`src/rtl/oc8051_ecc_pkg.sv`:
```
// Purpose: shared extended-Hamming (SECDED) helpers for the oc8051 ECC encoder/decoder.
// Latency: n/a (types and pure functions only).
// Backpressure: n/a.
// Codeword vectors (cw_t) are indexed by Hamming position: bit 1 is position 1, and so on.
// Bit 0 is left free so that index and position never need translating.
package oc8051_ecc_pkg;

  localparam int MAX_M = 6;
  localparam int MAX_N = 63;

  typedef logic [15:0]      xfer_cnt_t;
  typedef logic [MAX_N:0]   cw_t;
  typedef logic [MAX_M-1:0] par_t;   // par[i] holds p_(i+1), stored at position 2^i

  // Smallest m with 2^m >= m + k + 1.
  function automatic int calc_m(input int k);
    int m;
    m = 0;
    for (int i = 1; i <= MAX_M; i++) begin
      if (m == 0 && (1 << i) >= i + k + 1) m = i;
    end
    return m;
  endfunction

  function automatic bit is_pow2(input int pos);
    return (pos & (pos - 1)) == 0;
  endfunction

  // Data bits fill the non-power-of-2 positions 1..n in ascending order.
  function automatic cw_t place_dbits(input logic [MAX_N-1:0] d, input int k, input int n);
    cw_t cw;
    int  di;
    cw = '0;
    di = 0;
    for (int pos = 1; pos <= MAX_N; pos++) begin
      if (pos <= n && !is_pow2(pos) && di < k) begin
        cw[pos] = d[di];
        di++;
      end
    end
    return cw;
  endfunction

  // p_(i+1) covers every data position whose index has bit i set.
  function automatic par_t calc_parity(input cw_t cw, input int m, input int n);
    par_t par;
    par = '0;
    for (int i = 0; i < MAX_M; i++) begin
      for (int pos = 1; pos <= MAX_N; pos++) begin
        if (i < m && pos <= n && !is_pow2(pos) && ((pos >> i) & 1) == 1)
          par[i] = par[i] ^ cw[pos];
      end
    end
    return par;
  endfunction

  function automatic cw_t place_parity(input cw_t cw, input par_t par, input int m);
    cw_t r;
    r = cw;
    for (int i = 0; i < MAX_M; i++) begin
      if (i < m) r[1 << i] = par[i];
    end
    return r;
  endfunction

endpackage

```
`src/rtl/oc8051_ecc_enc_lane.sv`:
```
// Purpose: one lane of the SECDED encoder: data placement, Hamming parity and overall parity p0.
// Latency: STAGES register stages; en[s] loads stage s (driven by the top's pipeline control).
// Backpressure: none locally; every register holds its value while its enable is low.
// Ports: clk/rst, en (per-stage load), d (K data bits), q (registered N+1 bit codeword).
module oc8051_ecc_enc_lane
  import oc8051_ecc_pkg::*;
#(
  parameter  int K      = 8,
  parameter  int STAGES = 1,
  parameter  int P0_LSB = 1,
  localparam int M      = calc_m(K),
  localparam int N      = M + K
) (
  input  logic              clk,
  input  logic              rst,
  input  logic [STAGES-1:0] en,
  input  logic [K-1:0]      d,
  output logic [N:0]        q
);

  logic [MAX_N-1:0] d_ext;
  logic [N:1]       cw_full;   // positions 1..N with data and p1..pM in place

  assign d_ext = {{(MAX_N-K){1'b0}}, d};

  always_comb begin
    cw_t t;
    t       = place_dbits(d_ext, K, N);
    t       = place_parity(t, calc_parity(t, M, N), M);
    cw_full = t[N:1];
  end

  // p0 covers positions 1..N including the Hamming parity bits.
  function automatic logic [N:0] assemble(input logic [N:1] cw);
    logic p0;
    p0 = ^cw;
    return (P0_LSB != 0) ? {cw, p0} : {p0, cw};
  endfunction

  if (STAGES == 1) begin : g_one
    always_ff @(posedge clk or posedge rst) begin
      if (rst)        q <= '0;
      else if (en[0]) q <= assemble(cw_full);
    end
  end else begin : g_two
    // Stage boundary after the Hamming parity; p0 and final ordering happen in stage 2.
    logic [N:1] s1;
    always_ff @(posedge clk or posedge rst) begin
      if (rst)        s1 <= '0;
      else if (en[0]) s1 <= cw_full;
    end
    always_ff @(posedge clk or posedge rst) begin
      if (rst)               q <= '0;
      else if (en[STAGES-1]) q <= assemble(s1);
    end
  end

endmodule

```
`src/rtl/oc8051_ecc_enc_pipe.sv`:
```
// Purpose: LANES-wide pipelined SECDED encoder with one-shot error injection and transfer counter.
// Latency: STAGES cycles (1 or 2) from input accept to valid_o; one word per cycle sustained.
// Backpressure: valid/ready; ready_o = stage 1 empty or advancing (combinational from ready_i).
// Ports: valid_i/ready_o/d_i input side; valid_o/ready_i/q_o output side;
//        inj_arm_i/inj_mask_i arm an XOR mask for the next accepted word, inj_flag_o marks it;
//        xfer_cnt_o counts output transfers (wraps at 16 bits).
module oc8051_ecc_enc_pipe
  import oc8051_ecc_pkg::*;
#(
  parameter  int K      = 8,
  parameter  int LANES  = 1,
  parameter  int STAGES = 1,
  parameter  int P0_LSB = 1,
  localparam int M      = calc_m(K),
  localparam int N      = M + K,
  localparam int W      = LANES * (N + 1)
) (
  input  logic               clk,
  input  logic               rst,
  input  logic               valid_i,
  output logic               ready_o,
  input  logic [LANES*K-1:0] d_i,
  output logic               valid_o,
  input  logic               ready_i,
  output logic [W-1:0]       q_o,
  input  logic               inj_arm_i,
  input  logic [W-1:0]       inj_mask_i,
  output logic               inj_flag_o,
  output logic [15:0]        xfer_cnt_o
);

  if (STAGES != 1 && STAGES != 2) begin : g_bad_stages
    $error("oc8051_ecc_enc_pipe: STAGES must be 1 or 2");
  end

  logic [STAGES-1:0] stg_vld;
  logic [STAGES-1:0] stg_flag;
  logic [W-1:0]      stg_mask [STAGES];
  logic [STAGES-1:0] adv;       // stage may load this cycle
  logic [STAGES-1:0] en;        // stage actually loads a word this cycle
  logic              armed;
  logic [W-1:0]      arm_mask;
  logic              accept;
  logic              out_xfer;
  logic              tag_now;
  logic [W-1:0]      mask_now;
  logic [W-1:0]      lane_q;
  xfer_cnt_t         xfer_cnt;

  // A stage can take a word when it is empty or its own word moves on this cycle.
  always_comb begin
    adv = '0;
    adv[STAGES-1] = !stg_vld[STAGES-1] || ready_i;
    for (int s = STAGES - 2; s >= 0; s--) begin
      adv[s] = !stg_vld[s] || adv[s+1];
    end
  end

  assign ready_o  = adv[0];
  assign accept   = valid_i && adv[0];
  assign valid_o  = stg_vld[STAGES-1];
  assign out_xfer = valid_o && ready_i;

  always_comb begin
    en    = '0;
    en[0] = accept;
    for (int s = 1; s < STAGES; s++) begin
      en[s] = adv[s] && stg_vld[s-1];
    end
  end

  // An arm pulse in the same cycle as an accept tags that very word.
  assign tag_now  = inj_arm_i || armed;
  assign mask_now = inj_arm_i ? inj_mask_i : arm_mask;

  always_ff @(posedge clk or posedge rst) begin
    if (rst) begin
      armed    <= 1'b0;
      arm_mask <= '0;
    end else begin
      if (inj_arm_i) arm_mask <= inj_mask_i;
      if (accept)         armed <= 1'b0;
      else if (inj_arm_i) armed <= 1'b1;
    end
  end

  // The mask travels with its word so a later re-arm cannot alter a word already in flight.
  always_ff @(posedge clk or posedge rst) begin
    if (rst) begin
      stg_vld  <= '0;
      stg_flag <= '0;
      for (int s = 0; s < STAGES; s++) stg_mask[s] <= '0;
    end else begin
      if (adv[0]) stg_vld[0] <= valid_i;
      if (en[0]) begin
        stg_flag[0] <= tag_now;
        stg_mask[0] <= tag_now ? mask_now : '0;
      end
      for (int s = 1; s < STAGES; s++) begin
        if (adv[s]) stg_vld[s] <= stg_vld[s-1];
        if (en[s]) begin
          stg_flag[s] <= stg_flag[s-1];
          stg_mask[s] <= stg_mask[s-1];
        end
      end
    end
  end

  always_ff @(posedge clk or posedge rst) begin
    if (rst)           xfer_cnt <= '0;
    else if (out_xfer) xfer_cnt <= xfer_cnt + 16'd1;
  end

  for (genvar l = 0; l < LANES; l++) begin : g_lane
    oc8051_ecc_enc_lane #(
      .K      (K),
      .STAGES (STAGES),
      .P0_LSB (P0_LSB)
    ) u_lane (
      .clk (clk),
      .rst (rst),
      .en  (en),
      .d   (d_i[l*K +: K]),
      .q   (lane_q[l*(N+1) +: N+1])
    );
  end

  // Both terms come straight from registers, so q_o is stable while stalled.
  assign q_o        = lane_q ^ stg_mask[STAGES-1];
  assign inj_flag_o = valid_o && stg_flag[STAGES-1];
  assign xfer_cnt_o = xfer_cnt;

endmodule

```
`config.mk`:
```
export PLATFORM = sky130hd
export DESIGN_NAME = oc8051_ecc_enc_pipe
export DESIGN_NICKNAME = d
export VERILOG_FILES = /design/src/rtl/oc8051_ecc_pkg.sv /design/src/rtl/oc8051_ecc_enc_lane.sv /design/src/rtl/oc8051_ecc_enc_pipe.sv
export SDC_FILE = /design/constraint.sdc
export NUM_CORES = 1
export LEC_CHECK = 0
export BUFFER_PORTS_ARGS = -buffer_cell sky130_fd_sc_hd__buf_2
export CORE_MARGIN = 1.5
export CORE_UTILIZATION = 35
export DETAILED_ROUTE_END_ITERATION = 8
export PLACE_DENSITY = 0.68
export RECOVER_POWER = 100
export SYNTH_ARGS = -nofsm -noshare
export SYNTH_HDL_FRONTEND = slang
export SYNTH_SLANG_ARGS = --single-unit
```
`constraint.sdc`:
```
create_clock -name clk -period 1.62 [get_ports clk]
set_input_delay 0.324 -clock clk [delete_from_list [all_inputs] [get_ports clk]]
set_output_delay 0.324 -clock clk [all_outputs]
set_load 0.1 [all_outputs]
```
==> impl_metrics.json, run 1 <==
{
  "crit_fanout": 6,
  "cts_tree": "built",
  "synth_cells": 214,
  "syn_nets": 241,
  "drt-initial-drc-count": 38,
  "vias": 1727,
  "antenna_found_initial": 0,
  "path_cells": "or2b_4 -> buf_12",
  "netlist-cell-type-count": 28,
  "post-cts-setup-buffers": 0,
  "setup_viol": 0,
  "layout_commonest_cell": "dfrtp_1",
  "critPathMaxStageDelay_ps": 400,
  "clk_pin_slew_worst_paths_ps": 70,
  "antenna_left": 0,
  "clock_sinks": 58,
  "power_density_nw_per_um2": 1720,
  "cts_buffers": 9,
  "clock.fmax_mhz": 649,
  "fin_nets": 305,
  "synth_top_cell_by_area": "dfrtp_1",
  "switchingPower_mw": 2.64,
  "whs_endpoint": "arm_mask[6]",
  "worstRegToRegCells": 4,
  "arrival_ps": 1220,
  "core_area_sq_um": 6910,
  "fillers": 641,
  "holdBufCountCts": 0,
  "rr_startpoint": "valid_o",
  "start_util_pct": 37.0,
  "tns_ps": 0,
  "worstSetupStartpointType": "flop",
  "worstHoldPathCells": 2,
  "wire_per_inst_um": 12.9,
  "grt_max_degree": 59,
  "worstMarginPinSlew_ps": 1260,
  "utilization_pct": 50.1,
  "gr-total-overflow": 0,
  "firstDrtPassIters": 4,
  "n_antenna_cell": 0,
  "p_int_mw": 3.29,
  "ys_ff_latch": 58,
  "p_sw_share_pct": 44.5,
  "cp_slowest_cell": "dfrtp_2",
  "placed_cells": 363,
  "whs_ps": 249,
  "instances_no_fill": 379,
  "track_usage_pct": 14.0,
  "finClkSkew_ps": 11.5,
  "insertion_delay_ps": 320,
  "htree_levels": 3,
  "hpwl_mm": 3.57,
  "routed_via_density": 4.56,
  "hold_viol": 0,
  "clock_path_buffers": 2,
  "synth_top_area_share_pct": 56.8,
  "rsz0062_at_grt": "no",
  "maxCapViolations": 0,
  "period_share_pct": 95.1,
  "layout_common_cells": "dfrtp_1 (46), buf_2 (27), nand2_1 (24), o21ai_0 (24), xnor2_1 (17)",
  "cts-resized-gates": 0,
  "io-pin-count": 58,
  "r2r_slack_ps": 150,
  "syn_area_sq_um": 2550,
  "die_area_sq_um": 7820,
  "seq_area_sq_um": 1470,
  "pwr-share-clk_pct": 26.2,
  "globalplace.congestion": 0.741,
  "place_ws_ps": 84.8,
  "worstHoldPathType": "primary input to flop",
  "power_mw": 5.93,
  "wl_mm": 4.87,
  "remaining_drc_errors": 0,
  "leakage_nw": 1.54,
  "drive_above_1_share_pct": 42.0,
  "portBuffers": 57,
  "relSlewSlack_pct": 16.2,
  "die_x_um": 88.4,
  "crit_path_end_kind": "primary output",
  "place_area_sq_um": 3430,
  "hp-start": "inj_mask_i[6]",
  "areaGrowthSynthToFinish_pct": 35.4,
  "power_frac_comb_pct": 40.7,
  "period_needed_ps": 1540,
  "setup_ws_ps": 78.8,
  "synth_area_per_cell_sq_um": 11.9,
  "grt_first_pass_wirelength_mm": 8.27,
  "ir_worst_vdd_uv": 1600,
  "postLayoutCellArea_sq_um": 3460,
  "ys_seq_area_share_pct": 56.8,
  "rows": 30,
  "yosysWarnings": 0,
  "cp.required_ps": 1300,
  "grt_pass1_vias": 1752,
  "drv_slew": 0,
  "die_y_um": 88.4,
  "status": "finished clean",
  "clockRootBuffer": "clkbuf_8",
  "critical_path_class": "flop to primary output",
  "synth.area.top_cells": "dfrtp_1 (57%), mux2_2 (10%), xor2_1 (7.2%)",
  "r2r-end": "xfer_cnt_o[13]",
  "multi_input_area_sq_um": 1220,
  "sequentialPowerShare_pct": 33.1
}
-- routing by layer --
| layer | vias up | global-route usage, % | wire, um |
|---|---|---|---|
| li1 | 839 | - | - |
| met1 | 848 | 18.6 | 2220 |
| met2 | 33 | 21.9 | 2390 |
| met3 | 7 | 3.17 | 201 |
| met4 | 0 | 6.39 | 63 |
| met5 | - | 0 | 0 |
-- cell type report --
cell class	count	area share, %
Multi-Input combinational cell	145	35.4
Clock buffer	12	4.78
Timing Repair Buffer	61	11.5
Sequential cell	58	42.4
Clock inverter	4	2.10
Tap cell	96	3.47
Inverter	3	0.362
-- critical path, delay by kind of cell (launching register included) --
kind	cells	cell delay (ps)
buffers and inverters	1	180
DFF	1	400
and+or+nand+nor	1	330
-- cell families (layout without fill, tap and decap cells) --
family                   count (synthesis)  in the layout  share of synthesized area, %
AO/OA/AOI/OAI                           32             32                          6.27
XOR/XNOR                                40             40                          14.8
adder cells (fa/ha/maj)                  1              1                         0.490
buffers and inverters                   11             80                          1.96
flip-flops                              58             58                          56.8
multiplexers                            23             23                          10.1
AND/OR/NAND/NOR                         49             49                          9.46
-- power by group through the flow --
stage               registers [mW]  clock network (mW)  logic (mW)
finish                        1.96                1.55        2.42
global route                  2.01                1.66        2.52
CTS                           1.99                1.59        2.79
detailed placement            2.01                   0        2.78
global placement              2.00                   0        2.76
floorplan                     2.49                   0        1.50
-- cell usage after synthesis --
cell / n
nor3_1: 2
nand3_1: 5
xnor2_1: 17
a21oi_1: 1
xnor3_1: 1
xor3_1: 1
nand2_2: 1
nand4_2: 1
xor2_1: 21
clkbuf_1: 3
and4_1: 1
o21ai_0: 31
and4_4: 1
nand2_1: 24
nor4_2: 1
ha_1: 1
or2b_1: 1
mux2_2: 23
and2_1: 1
nand2b_1: 1
nor2_1: 7
buf_2: 4
nor2b_1: 1
inv_1: 3
nand4_1: 1
or2_2: 1
dfrtp_1: 58
buf_4: 1
-- worst max path at each step --
stage               cells past startpoint                     to  slack [ps]    start
floorplan                               4  g_lane[0].u_lane.q[1]        -270  valid_o
global placement                        4  g_lane[0].u_lane.q[1]         130   d_i[1]
detailed placement                      4  g_lane[0].u_lane.q[1]          80   d_i[1]
CTS                                     2                ready_o          30  valid_o
global route                            5            stg_mask[4]           2  valid_o
finish                                  2                ready_o          80  valid_o
-- flip-flops by register name (all words and copies together), names as in the netlist --
signal           count
xfer_cnt_o          16
arm_mask            13
stg_mask            13
stg_flag             1
valid_o              1
armed                1
g_lane.u_lane.q     13
No activity file was read; power rests on OpenSTA's default activity.
==> inputs of run 2 (changes only) <==
- CAP_MARGIN: not set -> 10
- clock period: 1.62 -> 1.3 ns (I/O delays scaled with it)
==> run 2 against run 1 <==
Effect of this change: die area did not move; clock power rose by 19%; final cell count rose by 13%; the flow now finishes with violations (setup timing); setup slack got worse by 320 ps; highest routed layer unchanged; cell area rose by 36%; via count rose by 15%; worst hold slack got worse by 80 ps; routed wire length rose by 34%; non-clock buffer count rose by 48.
==> impl_metrics.json, run 2 (synthesis gave the netlist of run 1 again) <==
{
  "violations": "setup timing",
  "cp_num_buf_inv": 2,
  "grt_pass1_vias": 1960,
  "antenna_found_initial": 0,
  "layout_commonest_cell": "buf_12",
  "clock_path_buffers": 2,
  "maxCapViolations": 0,
  "layout_common_cells": "buf_12 (35), dfrtp_2 (33), buf_4 (27), buf_2 (25), dfrtp_1 (22)",
  "arrival_ps": 1280,
  "worstSetupStartpointType": "flop",
  "drive_above_1_share_pct": 70.3,
  "die_x_um": 88.4,
  "critical_path_class": "flop to primary output",
  "setup_ws_ps": -243,
  "areaGrowthSynthToFinish_pct": 84.3,
  "wl_mm": 6.51,
  "portBuffers": 57,
  "worstRegToRegCells": 5,
  "finClkSkew_ps": 12.9,
  "worstMarginPinSlew_ps": 596,
  "die_y_um": 88.4,
  "fin_nets": 355,
  "rsz0062_at_grt": "yes",
  "cts_buffers": 9,
  "track_usage_pct": 16.4,
  "seq_area_sq_um": 1500,
  "htree_levels": 3,
  "cts_tree": "built",
  "die_area_sq_um": 7820,
  "io-pin-count": 58,
  "period_needed_ps": 1540,
  "path_cells": "or2b_4 -> buf_6 -> buf_12",
  "clock_sinks": 58,
  "firstDrtPassIters": 4,
  "crit_family": "flip-flops",
  "clock.fmax_mhz": 648,
  "antenna_left": 0,
  "rows": 30,
  "drv_slew": 0,
  "whs_ps": 169,
  "gr-total-overflow": 0,
  "fillers": 490,
  "placed_cells": 387,
  "insertion_delay_ps": 340,
  "crit_path_end_kind": "primary output",
  "remaining_drc_errors": 0,
  "ir_worst_vdd_uv": 1520,
  "multi_input_area_sq_um": 1550,
  "leakage_nw": 2.06,
  "relSlewSlack_pct": 60.0,
  "place_area_sq_um": 3980,
  "crit_fanout": 2,
  "status": "complete, but fails checks",
  "clk_pin_slew_worst_paths_ps": 80,
  "grt_max_degree": 28,
  "core_area_sq_um": 6910,
  "worstHoldPathType": "primary input to flop",
  "cp_slowest_cell": "dfrtp_4",
  "clockRootBuffer": "clkbuf_8",
  "drt-initial-drc-count": 70,
  "path_depth": 3,
  "critPathMaxStageDelay_ps": 400,
  "worstHoldPathCells": 2,
  "instances_no_fill": 429,
  "wire_per_inst_um": 15.2,
  "utilization_pct": 68.1,
  "vias": 1985,
  "hpwl_mm": 4.09,
  "n_antenna_cell": 0,
  "hp-start": "inj_mask_i[5]",
  "postLayoutCellArea_sq_um": 4710,
  "routed_via_density": 4.63,
  "largest_reg_flops": 16,
  "grt_first_pass_wirelength_mm": 9.48,
  "crit_start": "valid_o",
  "power_density_nw_per_um2": 1880,
  "place_ws_ps": -142,
  "hold_viol": 0,
  "period_share_pct": 119,
  "start_util_pct": 37.0,
  "setup_viol": 52,
  "globalplace.congestion": 0.742,
  "cp.required_ps": 1040,
  "rr_startpoint": "valid_o"
}
run 2: changes by cell type in the layout (fill, tap and decap cells not counted), moves of 6 or more:
cell / before / now
buf_12: 2 / 35
buf_4: 7 / 27
buf_6: 7 / 18
clkbuf_2: 16 / 0
dfrtp_1: 46 / 22
dfrtp_2: 12 / 33
mux2_1: 10 / 0
mux2_4: 0 / 9
nand2_1: 24 / 15
nand2_2: 0 / 6
o21ai_0: 24 / 13
o21ai_2: 0 / 9
xor2_2: 6 / 0
xor2_4: 6 / 13
run 2: worst paths after layout:
path	slack, ps	endpoint
worst max-delay path	-240	ready_o
worst max register to register	-200	g_lane[0].u_lane.q[11]
worst min register to register	500	arm_mask[2]
max in group asynchronous	150	xfer_cnt_o[6]
min in group asynchronous	490	stg_mask[4]
worst min-delay path	170	arm_mask[5]
run 2: routing by layer:
metal	track usage, %	vias to the layer above	wire (um)
met3	3.26	12	223
li1	-	940	-
met4	8.52	0	131
met2	27.0	42	3480
met5	0	-	0
met1	20.5	991	2670
run 2: layout make-up:
| class | instances | share of cell area (%) |
|---|---|---|
| Sequential cell | 58 | 32.0 |
| Timing Repair Buffer | 109 | 27.8 |
| Inverter | 3 | 0.266 |
| Clock buffer | 10 | 2.92 |
| Clock inverter | 6 | 1.70 |
| Multi-Input combinational cell | 147 | 32.8 |
| Tap cell | 96 | 2.55 |
run 2: timing repair:
item                                   CTS  global route
hold buffers                             1             0
resized for setup                       45            60
pin swaps                               14            17
cloned                                   1             4
setup endpoints to repair               56            60
endpoints found under the hold margin   11             0
buffers inserted                        12             9
run 2: power breakdown:
group          switching [mW]  internal (mW)  total (mW)
Sequential              0.411           2.15        2.56
Clock                   0.731           1.12        1.85
Combinational            2.59           1.86        4.45
run 2: metrics by stage:
stage | total power, mW | setup TNS (ps)
final | 8.86 | -7040
after global placement | 6.59 | -1290
after CTS | 8.66 | -4720
after global routing | 9.18 | -9510
after detailed placement | 6.64 | -2400
after floorplan | 5.07 | -13010
==> inputs of run 3 (changes only) <==
- CTS_BUF_LIST: not set -> sky130_fd_sc_hd__clkbuf_4
- PLACE_DENSITY: 0.68 -> 0.66
- SYNTH_HIERARCHICAL: not set -> 1
- clock period: 1.3 -> 1.9 ns (I/O delays scaled with it)
==> run 3 against run 2 <==
Effect of this change: the flow now finishes without violations; clock skew decreased by 2.1 ps; setup slack improved by 330 ps; sequential share of layout area increased by 14 points; routed wire length decreased by 26%; largest power group unchanged; area after synthesis decreased by 0.15%.
==> impl_metrics.json, run 3 <==
{
  "worstHoldPathType": "primary input to flop",
  "placed_cells": 362,
  "rows": 30,
  "cp.required_ps": 1520,
  "ys_seq_area_share_pct": 56.9,
  "whs_endpoint": "valid_o",
  "htree_levels": 3,
  "areaGrowthSynthToFinish_pct": 26.4,
  "antenna_left": 0,
  "globalplace.congestion": 0.723,
  "post-cts-setup-buffers": 0,
  "drv_slew": 0,
  "ir_worst_vdd_uv": 1090,
  "drt-initial-drc-count": 62,
  "arrival_ps": 1430,
  "clock_path_buffers": 2,
  "worstMarginPinSlew_ps": 787,
  "r2r-end": "g_lane[0].u_lane/q[3]",
  "worstSetupStartpointType": "flop",
  "power_density_nw_per_um2": 1430,
  "instances_no_fill": 379,
  "cts_buffers": 9,
  "firstDrtPassIters": 6,
  "ys_ff_latch": 58,
  "routed_via_density": 4.52,
  "worstHoldPathCells": 2,
  "largest_reg_flops": 16,
  "fin_nets": 305,
  "synth-edff-count": 0,
  "period_needed_ps": 1810,
  "critical_path_class": "flop to primary output",
  "io-pin-count": 58,
  "place_ws_ps": 293,
  "synth_cells": 213,
  "synth_top_area_share_pct": 56.9,
  "setup_ws_ps": 85.2,
  "maxCapViolations": 0,
  "finClkSkew_ps": 10.9,
  "synth_top_cell_by_area": "dfrtp_1",
  "drive_above_1_share_pct": 38.9,
  "track_usage_pct": 14.8,
  "insertion_delay_ps": 390,
  "wl_mm": 4.85,
  "synthTopCellsByCount": "dfrtp_1 (58), nand2_1 (33), mux2_2 (24)",
  "synth_area_per_cell_sq_um": 12.0,
  "clock.fmax_mhz": 551,
  "start_util_pct": 36.9,
  "rr_startpoint": "valid_o",
  "leakage_nw": 1.46,
  "portBuffers": 57,
  "antenna_found_initial": 0,
  "hpwl_mm": 3.53,
  "clockRootBuffer": "clkbuf_4",
  "layout_common_cells": "dfrtp_1 (43), buf_2 (35), nand2_1 (34), xnor2_1 (20), mux2_1 (19)",
  "grt_max_degree": 46,
  "rsz0062_at_grt": "no",
  "grt_pass1_vias": 1743,
  "syn_nets": 240,
  "netlist-cell-type-count": 26,
  "vias": 1714,
  "worstRegToRegCells": 4,
  "r2r_slack_ps": 160,
  "n_antenna_cell": 0,
  "remaining_drc_errors": 0,
  "syn_area_sq_um": 2550,
  "die_area_sq_um": 7810,
  "crit_fanout": 2,
  "wire_per_inst_um": 12.8,
  "clock_sinks": 58,
  "core_area_sq_um": 6910,
  "cts_tree": "built",
  "setup_viol": 0,
  "relSlewSlack_pct": 47.5,
  "crit_path_end_kind": "primary output",
  "synthArstFlopShare_pct": 100,
  "layout_commonest_cell": "dfrtp_1",
  "place_area_sq_um": 3110,
  "synth.area.top_cells": "dfrtp_1 (57%), mux2_2 (11%), xnor2_1 (6.9%)",
  "gr-total-overflow": 0,
  "grt_first_pass_wirelength_mm": 8.59,
  "hp-start": "valid_i",
  "status": "finished clean",
  "die_x_um": 88.4,
  "period_share_pct": 95.5,
  "clk_pin_slew_worst_paths_ps": 110,
  "synthFlopType": "dfrtp_1",
  "yosysWarnings": 6,
  "yosysMostFrequentCell": "dfrtp_1",
  "die_y_um": 88.4,
  "hold_viol": 0,
  "postLayoutCellArea_sq_um": 3220
}
-- run 3: cell types whose count changed after synthesis, sizes merged, moves of 2 or more --
cell and change:
o21ai -17, inv +2, xnor2 +3, nor2 +3, a21oi +2, nand2 +9
xor2 -3, nor3 -2
-- run 3: final cells by class --
| cell class | instances | area [sq um] |
|---|---|---|
| Fill cell | 704 | 3680 |
| Sequential cell | 58 | 1470 |
| Multi-Input combinational cell | 143 | 1130 |
| Timing Repair Buffer | 61 | 319 |
| Tap cell | 96 | 120 |
| Clock inverter | 6 | 91.3 |
| Clock buffer | 10 | 75.1 |
| Inverter | 5 | 18.8 |
-- run 3: per-layer routing --
layer | vias up | part of all wire (%) | global-route usage (%)
met2 | 55 | 46 | 22.9
met4 | 0 | 0.91 | 4.26
met5 | - | 0 | 0
met3 | 7 | 7.1 | 6.44
met1 | 828 | 46 | 19.1
li1 | 824 | - | -
-- run 3: cell families after synthesis --
group / Yosys count / share of synthesized area, %
AOI/OAI and AO/OA: 17 / 3.34
xor gates and xnor gates: 40 / 14.9
muxes: 24 / 10.6
buffers and inverters: 12 / 2.21
adders and majority gates: 1 / 0.491
and+or+nand+nor: 61 / 11.5
DFF: 58 / 56.9
-- run 3: worst max-delay path by stage --
stage	from	to	slack (ps)
2_1_floorplan	valid_o	g_lane[0].u_lane/q[3]	-240
3_3_place_gp	d_i[3]	g_lane[0].u_lane/q[0]	340
3_5_place_dp	d_i[3]	g_lane[0].u_lane/q[0]	290
4_1_cts	stg_mask[6]	q_o[6]	40
5_1_grt	stg_mask[10]	q_o[10]	7
6_report	stg_mask[6]	q_o[6]	90
-- run 3: timing repair --
item,4_1_cts,5_1_grt
hold buffers,1,0
gates resized for setup,1,2
endpoints found under the hold margin,13,0
endpoints found under the setup margin,1,2
pin swaps,0,0
-- run 3: metrics by stage --
stage                     hold WS [ps]  TNS (ps)  power (mW)  utilization [%]
after floorplan                    257     -1350        3.35                -
after global placement             446         0        3.63             45.0
after detailed placement           450         0        3.65             45.0
after CTS                          197         0        4.70             47.6
after global routing               180         0        4.82             46.7
final                              210         0        4.60             46.7
-- run 3: critical path: stages (launching register included) --
cell     delay, ps
dfrtp_1        430
xor2_2         170
buf_2          440
-- run 3: power breakdown --
group	switching (mW)	leakage, nW	total, mW	internal, mW
registers	0.199	0.690	1.64	1.44
logic	1.54	0.693	1.93	0.394
clock network	0.474	0.0788	1.02	0.550
